[config.mk]
export PLATFORM = sky130hd
export DESIGN_NAME = antirebote_banco_flat
export DESIGN_NICKNAME = d
export VERILOG_FILES = /design/src/rtl/antirebote_banco_if.sv /design/src/rtl/antirebote_banco.sv /design/src/flat_wrapper.sv
export SDC_FILE = /design/constraint.sdc
export NUM_CORES = 1
export LEC_CHECK = 0
export BUFFER_PORTS_ARGS = -buffer_cell sky130_fd_sc_hd__buf_2
export CAP_MARGIN = 20
export CELL_PAD_IN_SITES_DETAIL_PLACEMENT = 2
export CELL_PAD_IN_SITES_GLOBAL_PLACEMENT = 2
export CORE_ASPECT_RATIO = 0.6
export CORE_UTILIZATION = 37
export CTS_BUF_LIST = sky130_fd_sc_hd__clkbuf_16
export DETAILED_ROUTE_END_ITERATION = 10
export PLACE_DENSITY_LB_ADDON = 0.15
export SYNTH_ARGS = -nofsm -noshare
export SYNTH_HDL_FRONTEND = slang
export SYNTH_SLANG_ARGS = --single-unit
[constraint.sdc]
create_clock -name clk -period 2.4 [get_ports clk]
set_clock_uncertainty 0.1 [all_clocks]
set_input_delay 0.12 -clock clk [delete_from_list [all_inputs] [get_ports clk]]
set_output_delay 0.12 -clock clk [all_outputs]
set_load 0.02 [all_outputs]
[src/rtl/antirebote_banco_if.sv]
`default_nettype none
// ============================================================================
// antirebote_banco_if : raw inputs / clear in, debounced levels and events out
// Revision 1.0
// ============================================================================
interface antirebote_banco_if #(
    parameter int N_CH = 4
);
    logic [N_CH-1:0] raw_in;
    logic            clr;
    logic [N_CH-1:0] level_out;
    logic [N_CH-1:0] press_pulse;
    logic [N_CH-1:0] release_pulse;
    logic [N_CH-1:0] toggle_out;
    logic [N_CH-1:0] long_pulse;
    logic [N_CH-1:0] long_toggle;

    modport master (
        output raw_in, clr,
        input  level_out, press_pulse, release_pulse, toggle_out, long_pulse, long_toggle
    );

    modport slave (
        input  raw_in, clr,
        output level_out, press_pulse, release_pulse, toggle_out, long_pulse, long_toggle
    );
endinterface
`default_nettype wire

[src/rtl/antirebote_banco.sv]
`default_nettype none
// ============================================================================
// antirebote_banco : bank of independent debouncers with press/release/long events
// Revision 1.0
// ============================================================================
module antirebote_banco #(
    parameter int              N_CH     = 4,
    parameter int              DEB_CYC  = 10000,
    parameter int              LONG_CYC = 125000000,
    parameter int              CNT_W    = 27,
    parameter logic [N_CH-1:0] INV      = '0
) (
    input  wire logic          clk,
    input  wire logic          reset,
    antirebote_banco_if.slave  bus
);
    localparam logic [1:0] S_LOW      = 2'd0;
    localparam logic [1:0] S_CHK_HIGH = 2'd1;
    localparam logic [1:0] S_HIGH     = 2'd2;
    localparam logic [1:0] S_CHK_LOW  = 2'd3;

    localparam logic [CNT_W-1:0] c_deb_last  = CNT_W'(DEB_CYC - 1);
    localparam logic [CNT_W-1:0] c_long_last = CNT_W'(LONG_CYC - 1);
    localparam logic [CNT_W-1:0] c_one       = CNT_W'(1);

    for (genvar gi = 0; gi < N_CH; gi++) begin : g_ch
        logic             w_raw;
        logic             sync_q, s_q;
        logic [1:0]       state_q, state_d;
        logic [CNT_W-1:0] dcnt_q, dcnt_d;
        logic [CNT_W-1:0] lcnt_q, lcnt_d;
        logic             fired_q, fired_d;
        logic             level_q, level_d;
        logic             press_q, press_d;
        logic             rel_q, rel_d;
        logic             tog_q, tog_d;
        logic             lp_q, lp_d;
        logic             lt_q, lt_d;
        logic             w_rise, w_fall, w_held, w_long;

        assign w_raw = bus.raw_in[gi] ^ INV[gi];

        always_ff @(posedge clk or negedge reset) begin
            if (!reset) begin
                sync_q  <= 1'b0;
                s_q     <= 1'b0;
                state_q <= S_LOW;
                dcnt_q  <= '0;
                lcnt_q  <= '0;
                fired_q <= 1'b0;
                level_q <= 1'b0;
                press_q <= 1'b0;
                rel_q   <= 1'b0;
                tog_q   <= 1'b0;
                lp_q    <= 1'b0;
                lt_q    <= 1'b0;
            end else begin
                sync_q  <= w_raw;
                s_q     <= sync_q;
                state_q <= state_d;
                dcnt_q  <= dcnt_d;
                lcnt_q  <= lcnt_d;
                fired_q <= fired_d;
                level_q <= level_d;
                press_q <= press_d;
                rel_q   <= rel_d;
                tog_q   <= tog_d;
                lp_q    <= lp_d;
                lt_q    <= lt_d;
            end
        end

        always_comb begin
            state_d = state_q;
            dcnt_d  = dcnt_q;
            case (state_q)
                S_LOW: begin
                    if (s_q) begin
                        state_d = S_CHK_HIGH;
                        dcnt_d  = c_one;
                    end
                end
                S_CHK_HIGH: begin
                    if (!s_q) begin
                        state_d = S_LOW;
                        dcnt_d  = '0;
                    end else if (dcnt_q == c_deb_last) begin
                        state_d = S_HIGH;
                        dcnt_d  = '0;
                    end else begin
                        dcnt_d  = dcnt_q + c_one;
                    end
                end
                S_HIGH: begin
                    if (!s_q) begin
                        state_d = S_CHK_LOW;
                        dcnt_d  = c_one;
                    end
                end
                S_CHK_LOW: begin
                    if (s_q) begin
                        state_d = S_HIGH;
                        dcnt_d  = '0;
                    end else if (dcnt_q == c_deb_last) begin
                        state_d = S_LOW;
                        dcnt_d  = '0;
                    end else begin
                        dcnt_d  = dcnt_q + c_one;
                    end
                end
                default: begin
                    state_d = S_LOW;
                    dcnt_d  = '0;
                end
            endcase
        end

        // Long-press tracking survives CHK_LOW bounces; only a fresh rise resets it.
        always_comb begin
            w_rise  = (state_q == S_CHK_HIGH) && s_q && (dcnt_q == c_deb_last);
            w_fall  = (state_q == S_CHK_LOW) && !s_q && (dcnt_q == c_deb_last);
            w_held  = (state_q == S_HIGH) || (state_q == S_CHK_LOW);
            w_long  = w_held && (lcnt_q == c_long_last) && !fired_q;
            level_d = w_rise ? 1'b1 : (w_fall ? 1'b0 : level_q);
            press_d = w_rise;
            rel_d   = w_fall;
            tog_d   = bus.clr ? 1'b0 : (tog_q ^ w_fall);
            lp_d    = w_long;
            lt_d    = bus.clr ? 1'b0 : (lt_q ^ w_long);
            if (w_rise) begin
                lcnt_d = '0;
            end else if (w_held && (lcnt_q != c_long_last)) begin
                lcnt_d = lcnt_q + c_one;
            end else begin
                lcnt_d = lcnt_q;
            end
            fired_d = (state_d == S_LOW) ? 1'b0 : (fired_q | w_long);
        end

        assign bus.level_out[gi]     = level_q;
        assign bus.press_pulse[gi]   = press_q;
        assign bus.release_pulse[gi] = rel_q;
        assign bus.toggle_out[gi]    = tog_q;
        assign bus.long_pulse[gi]    = lp_q;
        assign bus.long_toggle[gi]   = lt_q;
    end
endmodule
`default_nettype wire

[src/flat_wrapper.sv]
// flat-port wrapper written by rule: the top's interface ports become plain ports
module antirebote_banco_flat 
#(
    parameter int              N_CH     = 4,
    parameter int              DEB_CYC  = 10000,
    parameter int              LONG_CYC = 125000000,
    parameter int              CNT_W    = 27,
    parameter logic [N_CH-1:0] INV      = '0
)
  (clk, reset, bus_raw_in, bus_clr, bus_level_out, bus_press_pulse, bus_release_pulse, bus_toggle_out, bus_long_pulse, bus_long_toggle);
  antirebote_banco_if #(.N_CH(N_CH)) bus_i ();
  input  wire logic clk;
  input  wire logic reset;
  input wire logic [$bits(bus_i.raw_in)-1:0] bus_raw_in;
  input wire logic [$bits(bus_i.clr)-1:0] bus_clr;
  output wire logic [$bits(bus_i.level_out)-1:0] bus_level_out;
  output wire logic [$bits(bus_i.press_pulse)-1:0] bus_press_pulse;
  output wire logic [$bits(bus_i.release_pulse)-1:0] bus_release_pulse;
  output wire logic [$bits(bus_i.toggle_out)-1:0] bus_toggle_out;
  output wire logic [$bits(bus_i.long_pulse)-1:0] bus_long_pulse;
  output wire logic [$bits(bus_i.long_toggle)-1:0] bus_long_toggle;
  assign bus_i.raw_in = bus_raw_in;
  assign bus_i.clr = bus_clr;
  assign bus_level_out = bus_i.level_out;
  assign bus_press_pulse = bus_i.press_pulse;
  assign bus_release_pulse = bus_i.release_pulse;
  assign bus_toggle_out = bus_i.toggle_out;
  assign bus_long_pulse = bus_i.long_pulse;
  assign bus_long_toggle = bus_i.long_toggle;
  antirebote_banco #(.N_CH(N_CH), .DEB_CYC(DEB_CYC), .LONG_CYC(LONG_CYC), .CNT_W(CNT_W), .INV(INV)) u_core (.clk(clk), .reset(reset), .bus(bus_i));
endmodule
==> run summary, run 1 <==
Worst Hold Class: in2async
R2R Setup Slk: 0.03 ns
Longest Clk Path Bufs: 3
Most common cell after layout, fill and taps aside: dfrtp_1
Clock root buffer: clkbuf_16
Fmax achieved: 422 MHz
# setup viols final: 0
Vias in the first global route: 13215
Antenna Cells: 0
Post-Syn Nets: 1530
Critical path launch point: u_core.g_ch[3].lcnt_q[18]
Leak pwr: 7.10 nW
WL final: 44.6 mm
R2R depth: 7
Core area: 0.0367 mm²
Initial Util: 38.0%
Fin cells: 2138
Pwr Density: 556 mW/mm²
Die H: 152 µm
Final Hold Viols: 0
Worst setup EP type: flip-flop
Avg Vias per Cell: 5.83
Synth top area share: 46.7%
Synth Instances: 1515
Syn avg cell area: 9.20 µm²
WL per Instance: 20.9 µm
Post-route minimum period: 2.37 ns
Routability cong.: 0.808
1st-iter DRT viols: 732
Synth Flop Type: dfrtp_1
#FFs+latches synth: 260
TritonRoute pass-1 iters: 5
Initial antenna violation count: 0
Synth async-reset ratio: 100%
Slew @ Worst Pin: 0.671 ns
EDFF count, synth: 0
Fin Hold WS: 0.0935 ns
Clk slew on worst S/H paths: 0.06 ns
Global-route wire length before repair: 73.1 mm
Crit Reg-Reg Startpoint: u_core.g_ch[3].lcnt_q[18]
WP data required: 2.72 ns
Post-synthesis cell area: 0.0139 mm²
Cts bufs inserted: 28
Yosys top cell by area: dfrtp_1
Clock sink count: 260
Top flop regs: u_core.g_ch.dcnt_q x108, u_core.g_ch.lcnt_q x108, u_core.g_ch.state_q x8
Yosys cell types: 67
Commonest cells after routing, fill and taps aside: dfrtp_1, nand3_1, nand2_1
Final Core Density: 44.9%
Routing usage on met1: 34.9%
Fraction of layout cells with a size suffix above 1: 15.1%
Final Max Tran Viols: 0
Top Usage Layer GRT: met2
Final worst path period share: 98.7%
Area contributors post-synth: dfrtp_1, nand3_1, nand2_1, xor2_1, a21oi_1
Max-cap check violation count: 0
Worst vdd ir: 0.354 mV
I/O pin count: 31
# DRC: 0
Setup crit end: u_core.g_ch[3].lt_q
GRT Total Usage: 23.2%
Total gr overflow: 0
Via count: 12475
H-tree depth: 1
R2r endpoint: u_core.g_ch[3].lt_q
Status: complete, no violations
Final net count: 1630
Largest net degree at the start of global routing: 68
Placed cell area: 0.0153 mm²
Worst setup SP type: flip-flop
RSZ-0062 raised after global routing: yes
Final Cell Area: 0.0165 mm²
Critical path class: reg2reg
Row cnt: 54
Number of port buffers: 30
TritonCTS clock tree: yes
Clock Latency Late Sink: 0.56 ns
Dpl hpwl: 30.9 mm
Post-DRT Antenna Nets: 0
CP Max Fanout: 6
Met3 usage: 3.06%
Post-synthesis sequential area ratio: 46.7%
Die X-Extent: 253 µm
Syn-to-layout area delta: 18.1%
WP data arrival: 2.69 ns
Placed Cells: 2071
Grt met2 use: 35.9%
Synth Warn #: 0
Die area: 0.0385 mm²
Slew headroom: 55.3%
==> metrics by stage <==
step / TNS, ns / total power, W / setup slack (ns)
6_report: 0 / 0.00915 / 0.0303
5_1_grt: -0.0801 / 0.00948 / -0.0427
4_1_cts: 0 / 0.00928 / 0.00206
3_5_place_dp: 0 / 0.00509 / 0.0285
3_3_place_gp: 0 / 0.00506 / 0.0892
2_1_floorplan: 0 / 0.00481 / 0.193
==> critical path: stages (launching register included) <==
cell and delay, ns:
dfrtp_1 0.39, or4_4 0.53, or4_4 0.56, buf_8 0.16, buf_4 0.14, nor4_4 0.15
xnor2_1 0.15, nor2_1 0.05
==> repair_timing <==
action	4_1_cts	5_1_grt
endpoints found under the setup margin	2	60
setup buffers	2	8
pin swaps	1	9
gates cloned	0	1
endpoints found under the hold margin	270	0
gates resized for setup	0	25
hold buffers	7	0
==> area by class of cell <==
class / count / area, µm²
Fill cell: 3915 / 20200
Multi-Input combinational cell: 1124 / 6950
Sequential cell: 260 / 6510
Timing Repair Buffer: 168 / 1410
Clock buffer: 29 / 726
Tap cell: 504 / 631
Inverter: 33 / 124
Clock inverter: 20 / 109
==> cell families (layout without fill, tap and decap cells) <==
| logic type | count (synthesis) | after routing | synth area share [%] |
|---|---|---|---|
| simple gates | 693 | 693 | 27.1 |
| compound gates | 329 | 330 | 15.0 |
| flops | 260 | 260 | 46.7 |
| buf+inv | 132 | 250 | 4.44 |
| xor+xnor | 76 | 76 | 4.77 |
| mux | 17 | 17 | 1.27 |
| fa+ha+maj | 8 | 8 | 0.718 |
==> worst min path at each step <==
stage | end | slack (ns) | cells after the start
final | u_core.g_ch[3].dcnt_q[18] | 0.09 | 3
after CTS | u_core.g_ch[1].sync_q | 0.07 | 2
after floorplan | u_core.g_ch[0].dcnt_q[0] | -0.28 | 0
after global routing | u_core.g_ch[3].dcnt_q[18] | 0.10 | 3
after detailed placement | u_core.g_ch[3].dcnt_q[21] | -0.04 | 1
after global placement | u_core.g_ch[3].dcnt_q[21] | -0.04 | 1
==> Yosys cell counts, types with 3 or more instances <==
cell type	number
and4_1	27
clkbuf_1	50
nand2b_1	11
mux2i_1	11
a31oi_1	68
o21ai_0	53
buf_4	24
a41oi_1	12
nand4_1	50
xnor2_1	24
a21o_1	23
ha_1	8
nor3_1	41
or2_2	5
nor2b_1	6
nor4_2	4
xor2_1	52
and2_1	15
a22o_1	10
nand4b_1	4
or4_1	29
nand3_1	129
nor4b_1	10
and3_1	38
nor3b_2	5
buf_2	21
nor3_2	3
a21oi_1	90
mux2_2	6
dfrtp_1	260
o211ai_1	18
nand2_1	123
buf_1	3
o31ai_1	22
nor2_1	117
nor4_1	42
inv_1	33
o21a_1	6
or3_1	21
nor4bb_1	4
==> power by group <==
part           internal, W  switching, W
Combinational     0.000178      0.000308
Sequential         0.00445     0.0000971
Clock              0.00226       0.00185
Total              0.00689       0.00226
==> per-layer routing <==
| metal | share of wire, % | wire, µm | vias to the layer above |
|---|---|---|---|
| met5 | 0 | 0 | - |
| met4 | 1.5 | 667 | 0 |
| met3 | 2.7 | 1180 | 47 |
| met2 | 45 | 19900 | 141 |
| met1 | 51 | 22800 | 6477 |
| li1 | - | - | 5810 |
Note: power is estimated with default switching activity, not from simulation.
==> run 2: changes to the inputs <==
CELL_PAD_IN_SITES_DETAIL_PLACEMENT = default   (was 2)
CELL_PAD_IN_SITES_GLOBAL_PLACEMENT = default   (was 2)
CORE_UTILIZATION = 45   (was 37)
==> run summary, run 2 (same netlist as run 1, synthesis figures left out) <==
Worst Hold Class: in2async (unchanged)
RSZ-0062 raised after global routing: yes (unchanged)
Worst vdd ir: 0.482 mV (was 0.354 mV)
1st-iter DRT viols: 975 (was 732)
Final Hold Viols: 0 (unchanged)
Global-route wire length before repair: 56.1 mm (was 73.1 mm)
Leak pwr: 6.88 nW (was 7.10 nW)
Worst setup EP type: flip-flop (unchanged)
TritonCTS clock tree: yes (unchanged)
Final Max Tran Viols: 0 (unchanged)
Critical path class: reg2reg (unchanged)
Status: complete, no violations (unchanged)
Die area: 0.0317 mm² (was 0.0385 mm²)
Post-DRT Antenna Nets: 0 (unchanged)
Worst setup SP type: flip-flop (unchanged)
Commonest cells after routing, fill and taps aside: dfrtp_1, nand3_1, nand2_1 (unchanged)
# setup viols final: 0 (unchanged)
Dpl hpwl: 22.8 mm (was 30.9 mm)
Die H: 138 µm (was 152 µm)
WL final: 33.2 mm (was 44.6 mm)
Design Power: 0.00916 W (was 0.00915 W)
WL per Instance: 16.6 µm (was 20.9 µm)
Initial antenna violation count: 0 (unchanged)
Post-route minimum period: 2.31 ns (was 2.37 ns)
Clock sink count: 260 (unchanged)
Row cnt: 49 (was 54)
Longest Clk Path Bufs: 3 (unchanged)
Most common cell after layout, fill and taps aside: dfrtp_1 (unchanged)
GRT Total Usage: 21.1% (was 23.2%)
Total gr overflow: 0 (unchanged)
Slew headroom: 36.6% (was 55.3%)
Slew @ Worst Pin: 0.947 ns (was 0.671 ns)
Number of port buffers: 30 (unchanged)
Routability cong.: 0.855 (was 0.808)
I/O pin count: 31 (unchanged)
Avg Vias per Cell: 5.87 (was 5.83)
H-tree depth: 1 (unchanged)
CP Max Fanout: 10 (was 6)
Syn-to-layout area delta: 14.9% (was 18.1%)
# DRC: 0 (unchanged)
Die X-Extent: 229 µm (was 253 µm)
Final net count: 1593 (was 1630)
Cts bufs inserted: 27 (was 28)
Fmax achieved: 433 MHz (was 422 MHz)
Fraction of layout cells with a size suffix above 1: 13.0% (was 15.1%)
Fin cells: 2007 (was 2138)
Max-cap check violation count: 0 (unchanged)
Clock Latency Late Sink: 0.56 ns (about the same)
Clk slew on worst S/H paths: 0.06 ns (about the same)
WP data arrival: 2.64 ns (was 2.69 ns)
Clock root buffer: clkbuf_16 (unchanged)
Vias in the first global route: 10783 (was 13215)
Antenna Cells: 0 (unchanged)
Final Core Density: 53.0% (was 44.9%)
Pwr Density: 572 mW/mm² (was 556 mW/mm²)
Final worst path period share: 96.3% (was 98.7%)
Core area: 0.0302 mm² (was 0.0367 mm²)
TritonRoute pass-1 iters: 6 (was 5)
Via count: 11781 (was 12475)
Fill cells: 2730 (was 3915)
Largest net degree at the start of global routing: 83 (was 68)
Top flop regs: u_core.g_ch.dcnt_q x108, u_core.g_ch.lcnt_q x108, u_core.g_ch.state_q x8 (unchanged)
Placed Cells: 1947 (was 2071)
WP data required: 2.73 ns (was 2.72 ns)
Initial Util: 46.1% (was 38.0%)
-- run 2: worst paths after layout --
| check | startpoint | endpoint | slack (ns) | depth (start not counted) |
|---|---|---|---|---|
| max | u_core.g_ch[3].lcnt_q[18] | u_core.g_ch[3].lcnt_q[8] | 0.09 | 6 |
| min | reset | u_core.g_ch[3].dcnt_q[21] | 0.06 | 2 |
| max reg2reg | u_core.g_ch[3].lcnt_q[18] | u_core.g_ch[3].lcnt_q[8] | 0.09 | 6 |
| min reg2reg | u_core.g_ch[0].sync_q | u_core.g_ch[0].s_q | 0.25 | 0 |
| max in group asynchronous | reset | u_core.g_ch[3].lcnt_q[26] | 1.41 | 3 |
| min in group clk | bus_raw_in[2] | u_core.g_ch[2].sync_q | 0.10 | 2 |
-- run 2: through the flow --
stage,area (µm²),hold slack [ns],setup WS (ns),TNS [ns]
after floorplan,13900,-0.276,0.193,0
after CTS,15900,0.0758,0.0662,0
after global routing,16000,0.0821,-0.00328,-0.00328
after detailed placement,15000,0.0869,0.0771,0
final,16000,0.0614,0.0897,0
after global placement,15000,0.0822,0.0812,0
-- run 2: area by class of cell --
cell class | count | area, µm² | share of cell area, %
multi-input cells | 1123 | 6880 | 42.9
repair buffers | 133 | 1130 | 7.06
flip-flops and latches | 260 | 6510 | 40.6
inverters | 33 | 124 | 0.773
clock buffers | 27 | 676 | 4.22
well taps | 408 | 510 | 3.19
clock inverters | 23 | 191 | 1.20
-- run 2: metal layers --
layer | track usage (%) | vias up | share of wire, %
li1 | - | 5765 | -
met1 | 35.3 | 5712 | 54
met2 | 28.0 | 260 | 40
met3 | 3.16 | 44 | 4.8
met4 | 4.28 | 0 | 1.4
met5 | 0 | - | 0
-- run 2: power by group --
group | total (W) | internal [W] | switching (W)
Combinational | 0.000441 | 0.000169 | 0.000272
Clock | 0.00418 | 0.00237 | 0.00181
Sequential | 0.00453 | 0.00445 | 0.0000838
Total | 0.00916 | 0.00699 | 0.00217
-- run 2: worst max-delay path, cell delays in order (launching register included) --
cell and delay (ns):
dfrtp_1 0.37, or4_1 0.53, or4_1 0.53, buf_6 0.16
o21ai_4 0.25, nor3_1 0.09, o21ba_1 0.17
-- run 2: what timing repair did --
action | CTS | global route
setup buffers | 0 | 3
endpoints found under the hold margin | 227 | 0
hold buffers | 6 | 0
resized for setup | 0 | 6
endpoints found under the setup margin | 0 | 8
==> run 3: changes to the inputs <==
CTS_CLUSTER_SIZE = 20   (was default)
RECOVER_POWER = 100   (was default)
==> run summary, run 3 (same netlist as run 1, synthesis figures left out) <==
Status: complete, no violations (unchanged)
Post-route minimum period: 2.31 ns (about the same)
Antenna Cells: 0 (unchanged)
Clock share of power: 45.8% (was 45.7%)
1st-iter DRT viols: 1017 (was 975)
Max-cap check violation count: 0 (unchanged)
Final Hold Viols: 0 (unchanged)
CP Max Fanout: 10 (unchanged)
TritonCTS clock tree: yes (unchanged)
Combinational Power Share: 4.6% (was 4.8%)
Cts bufs inserted: 27 (unchanged)
Cells along the critical path: or4_1 > or4_1 > buf_6 > o21ai_4 > nor3_1 > o21ba_1 (unchanged)
Largest net degree at the start of global routing: 83 (unchanged)
CP top delay family: simple AND/OR/NAND/NOR gates (unchanged)
WP data required: 2.73 ns (about the same)
Initial antenna violation count: 0 (unchanged)
R2R depth: 6 (unchanged)
Fin Setup TNS: 0 ns (unchanged)
Worst vdd ir: 0.482 mV (about the same)
Crit Reg-Reg Startpoint: u_core.g_ch[3].lcnt_q[18] (unchanged)
Clock Latency Late Sink: 0.56 ns (about the same)
# setup viols final: 0 (unchanged)
Die X-Extent: 229 µm (unchanged)
H-tree depth: 1 (unchanged)
CP max stage delay: 0.53 ns (about the same)
Number of port buffers: 30 (unchanged)
R2r endpoint: u_core.g_ch[3].lcnt_q[8] (unchanged)
Dpl hpwl: 22.8 mm (unchanged)
Slew headroom: 22.9% (was 36.6%)
R2R Setup Slk: 0.09 ns (about the same)
WL final: 33.2 mm (about the same)
Fraction of layout cells with a size suffix above 1: 11.1% (was 13.0%)
Via count: 11740 (was 11781)
Avg Vias per Cell: 5.85 (was 5.87)
Clock sink count: 260 (unchanged)
Worst setup EP type: flip-flop (unchanged)
Clock root buffer: clkbuf_16 (unchanged)
Post-DRT Antenna Nets: 0 (unchanged)
# DRC: 0 (unchanged)
Vias in the first global route: 10783 (unchanged)
Row cnt: 49 (unchanged)
WL per Instance: 16.6 µm (about the same)
Final worst path period share: 96.2% (was 96.3%)
Final net count: 1593 (unchanged)
Pwr Density: 577 mW/mm² (was 572 mW/mm²)
Sequential share of power: 49.6% (was 49.5%)
Commonest cells after routing, fill and taps aside: dfrtp_1, nand3_1, nand2_1 (unchanged)
Leak pwr: 6.71 nW (was 6.88 nW)
Endpoint, Worst Hold: u_core.g_ch[2].sync_q
Core area: 0.0302 mm² (unchanged)
WP data arrival: 2.64 ns (about the same)
GRT Total Usage: 21.1% (unchanged)
Most used cell, CP: or4_1 (unchanged)
Fin Hold WS: 0.0988 ns (was 0.0614 ns)
Net Sw Power: 0.00217 W (about the same)
Worst setup SP type: flip-flop (unchanged)
Fmax achieved: 433 MHz (about the same)
Hold depth: 2
Die H: 138 µm (unchanged)
I/O pin count: 31 (unchanged)
Final Max Tran Viols: 0 (unchanged)
Longest Clk Path Bufs: 3 (unchanged)
Slew @ Worst Pin: 1.16 ns (was 0.947 ns)
Clk slew on worst S/H paths: 0.07 ns (was 0.06 ns)
Routability cong.: 0.855 (unchanged)
RSZ-0062 raised after global routing: yes (unchanged)
Total gr overflow: 0 (unchanged)
Global-route wire length before repair: 56.1 mm (unchanged)
Pint: 0.00697 W (was 0.00699 W)
Most common cell after layout, fill and taps aside: dfrtp_1 (unchanged)
Initial Util: 46.1% (unchanged)
Worst Hold Class: in2reg (was in2async)
TritonRoute pass-1 iters: 5 (was 6)
CP bufs+invs: 1 (unchanged)
Die area: 0.0317 mm² (unchanged)
Fill cells: 2763 (was 2730)
Syn-to-layout area delta: 13.7% (was 14.9%)
Critical path's slowest cell: or4_1 (unchanged)
Critical path class: reg2reg (unchanged)
Sw frac: 23.7% (about the same)
Top flop regs: u_core.g_ch.dcnt_q x108, u_core.g_ch.lcnt_q x108, u_core.g_ch.state_q x8 (unchanged)
Design Power: 0.00914 W (was 0.00916 W)
Worst hold start: bus_raw_in[2]
[run 3: worst max path at each step]
stage / slack (ns) / cells past startpoint / to / from
after floorplan: 0.19 / 6 / u_core.g_ch[3].lcnt_q[8] / u_core.g_ch[3].lcnt_q[13]
after global placement: 0.08 / 6 / u_core.g_ch[3].lcnt_q[8] / u_core.g_ch[3].lcnt_q[18]
after detailed placement: 0.08 / 5 / u_core.g_ch[1].tog_q / u_core.g_ch[1].dcnt_q[11]
after CTS: 0.07 / 5 / u_core.g_ch[1].tog_q / u_core.g_ch[1].dcnt_q[11]
after global routing: -0.003 / 6 / u_core.g_ch[3].lcnt_q[8] / u_core.g_ch[3].lcnt_q[18]
final: 0.09 / 6 / u_core.g_ch[3].lcnt_q[8] / u_core.g_ch[3].lcnt_q[18]
[run 3: through the flow]
step                      setup WS [ns]  instance area, µm²  utilization (%)  std cells
after global routing           -0.00328               15800             52.4       2007
after CTS                        0.0662               15900             52.8       2003
after global placement           0.0812               15000             49.7       1947
after floorplan                   0.193               13900                -       1515
final                            0.0914               15800             52.4       2007
after detailed placement         0.0771               15000             49.7       1947
[run 3: routing by layer]
layer | track usage, % | vias to the layer above | wire length, µm
met2 | 28.0 | 251 | 13100
li1 | - | 5757 | -
met5 | 0 | - | 0
met4 | 4.28 | 0 | 501
met3 | 3.16 | 46 | 1540
met1 | 35.3 | 5686 | 18100
[run 3: area by class of cell]
class                   instances  area, µm²  share of cell area (%)
well taps                     408        510                    3.22
clock inverters                23        191                    1.21
flip-flops and latches        260       6510                    41.1
multi-input cells            1123       6870                    43.4
clock buffers                  27        676                    4.26
repair buffers                133        968                    6.11
inverters                      33        124                   0.782
[run 3: what timing repair did]
item | 4_1_cts | 5_1_grt
hold buffers | 6 | 0
hold endpoints to repair | 227 | 0
setup endpoints to repair | 0 | 8
buffers inserted | 0 | 3
resized for setup | 0 | 6
[run 3: power by group through the flow]
stage / clock network [W] / logic, W / registers (W)
floorplan: 0 / 0.000217 / 0.00460
global placement: 0 / 0.000427 / 0.00461
detailed placement: 0 / 0.000433 / 0.00461
CTS: 0.00431 / 0.000444 / 0.00453
global route: 0.00448 / 0.000480 / 0.00454
finish: 0.00418 / 0.000418 / 0.00454
[run 3: worst register-to-register path, cell delays in order (launching register included)]
cell     delay (ns)
dfrtp_1        0.37
or4_1          0.53
or4_1          0.53
buf_6          0.16
o21ai_4        0.25
nor3_1         0.09
o21ba_1        0.17
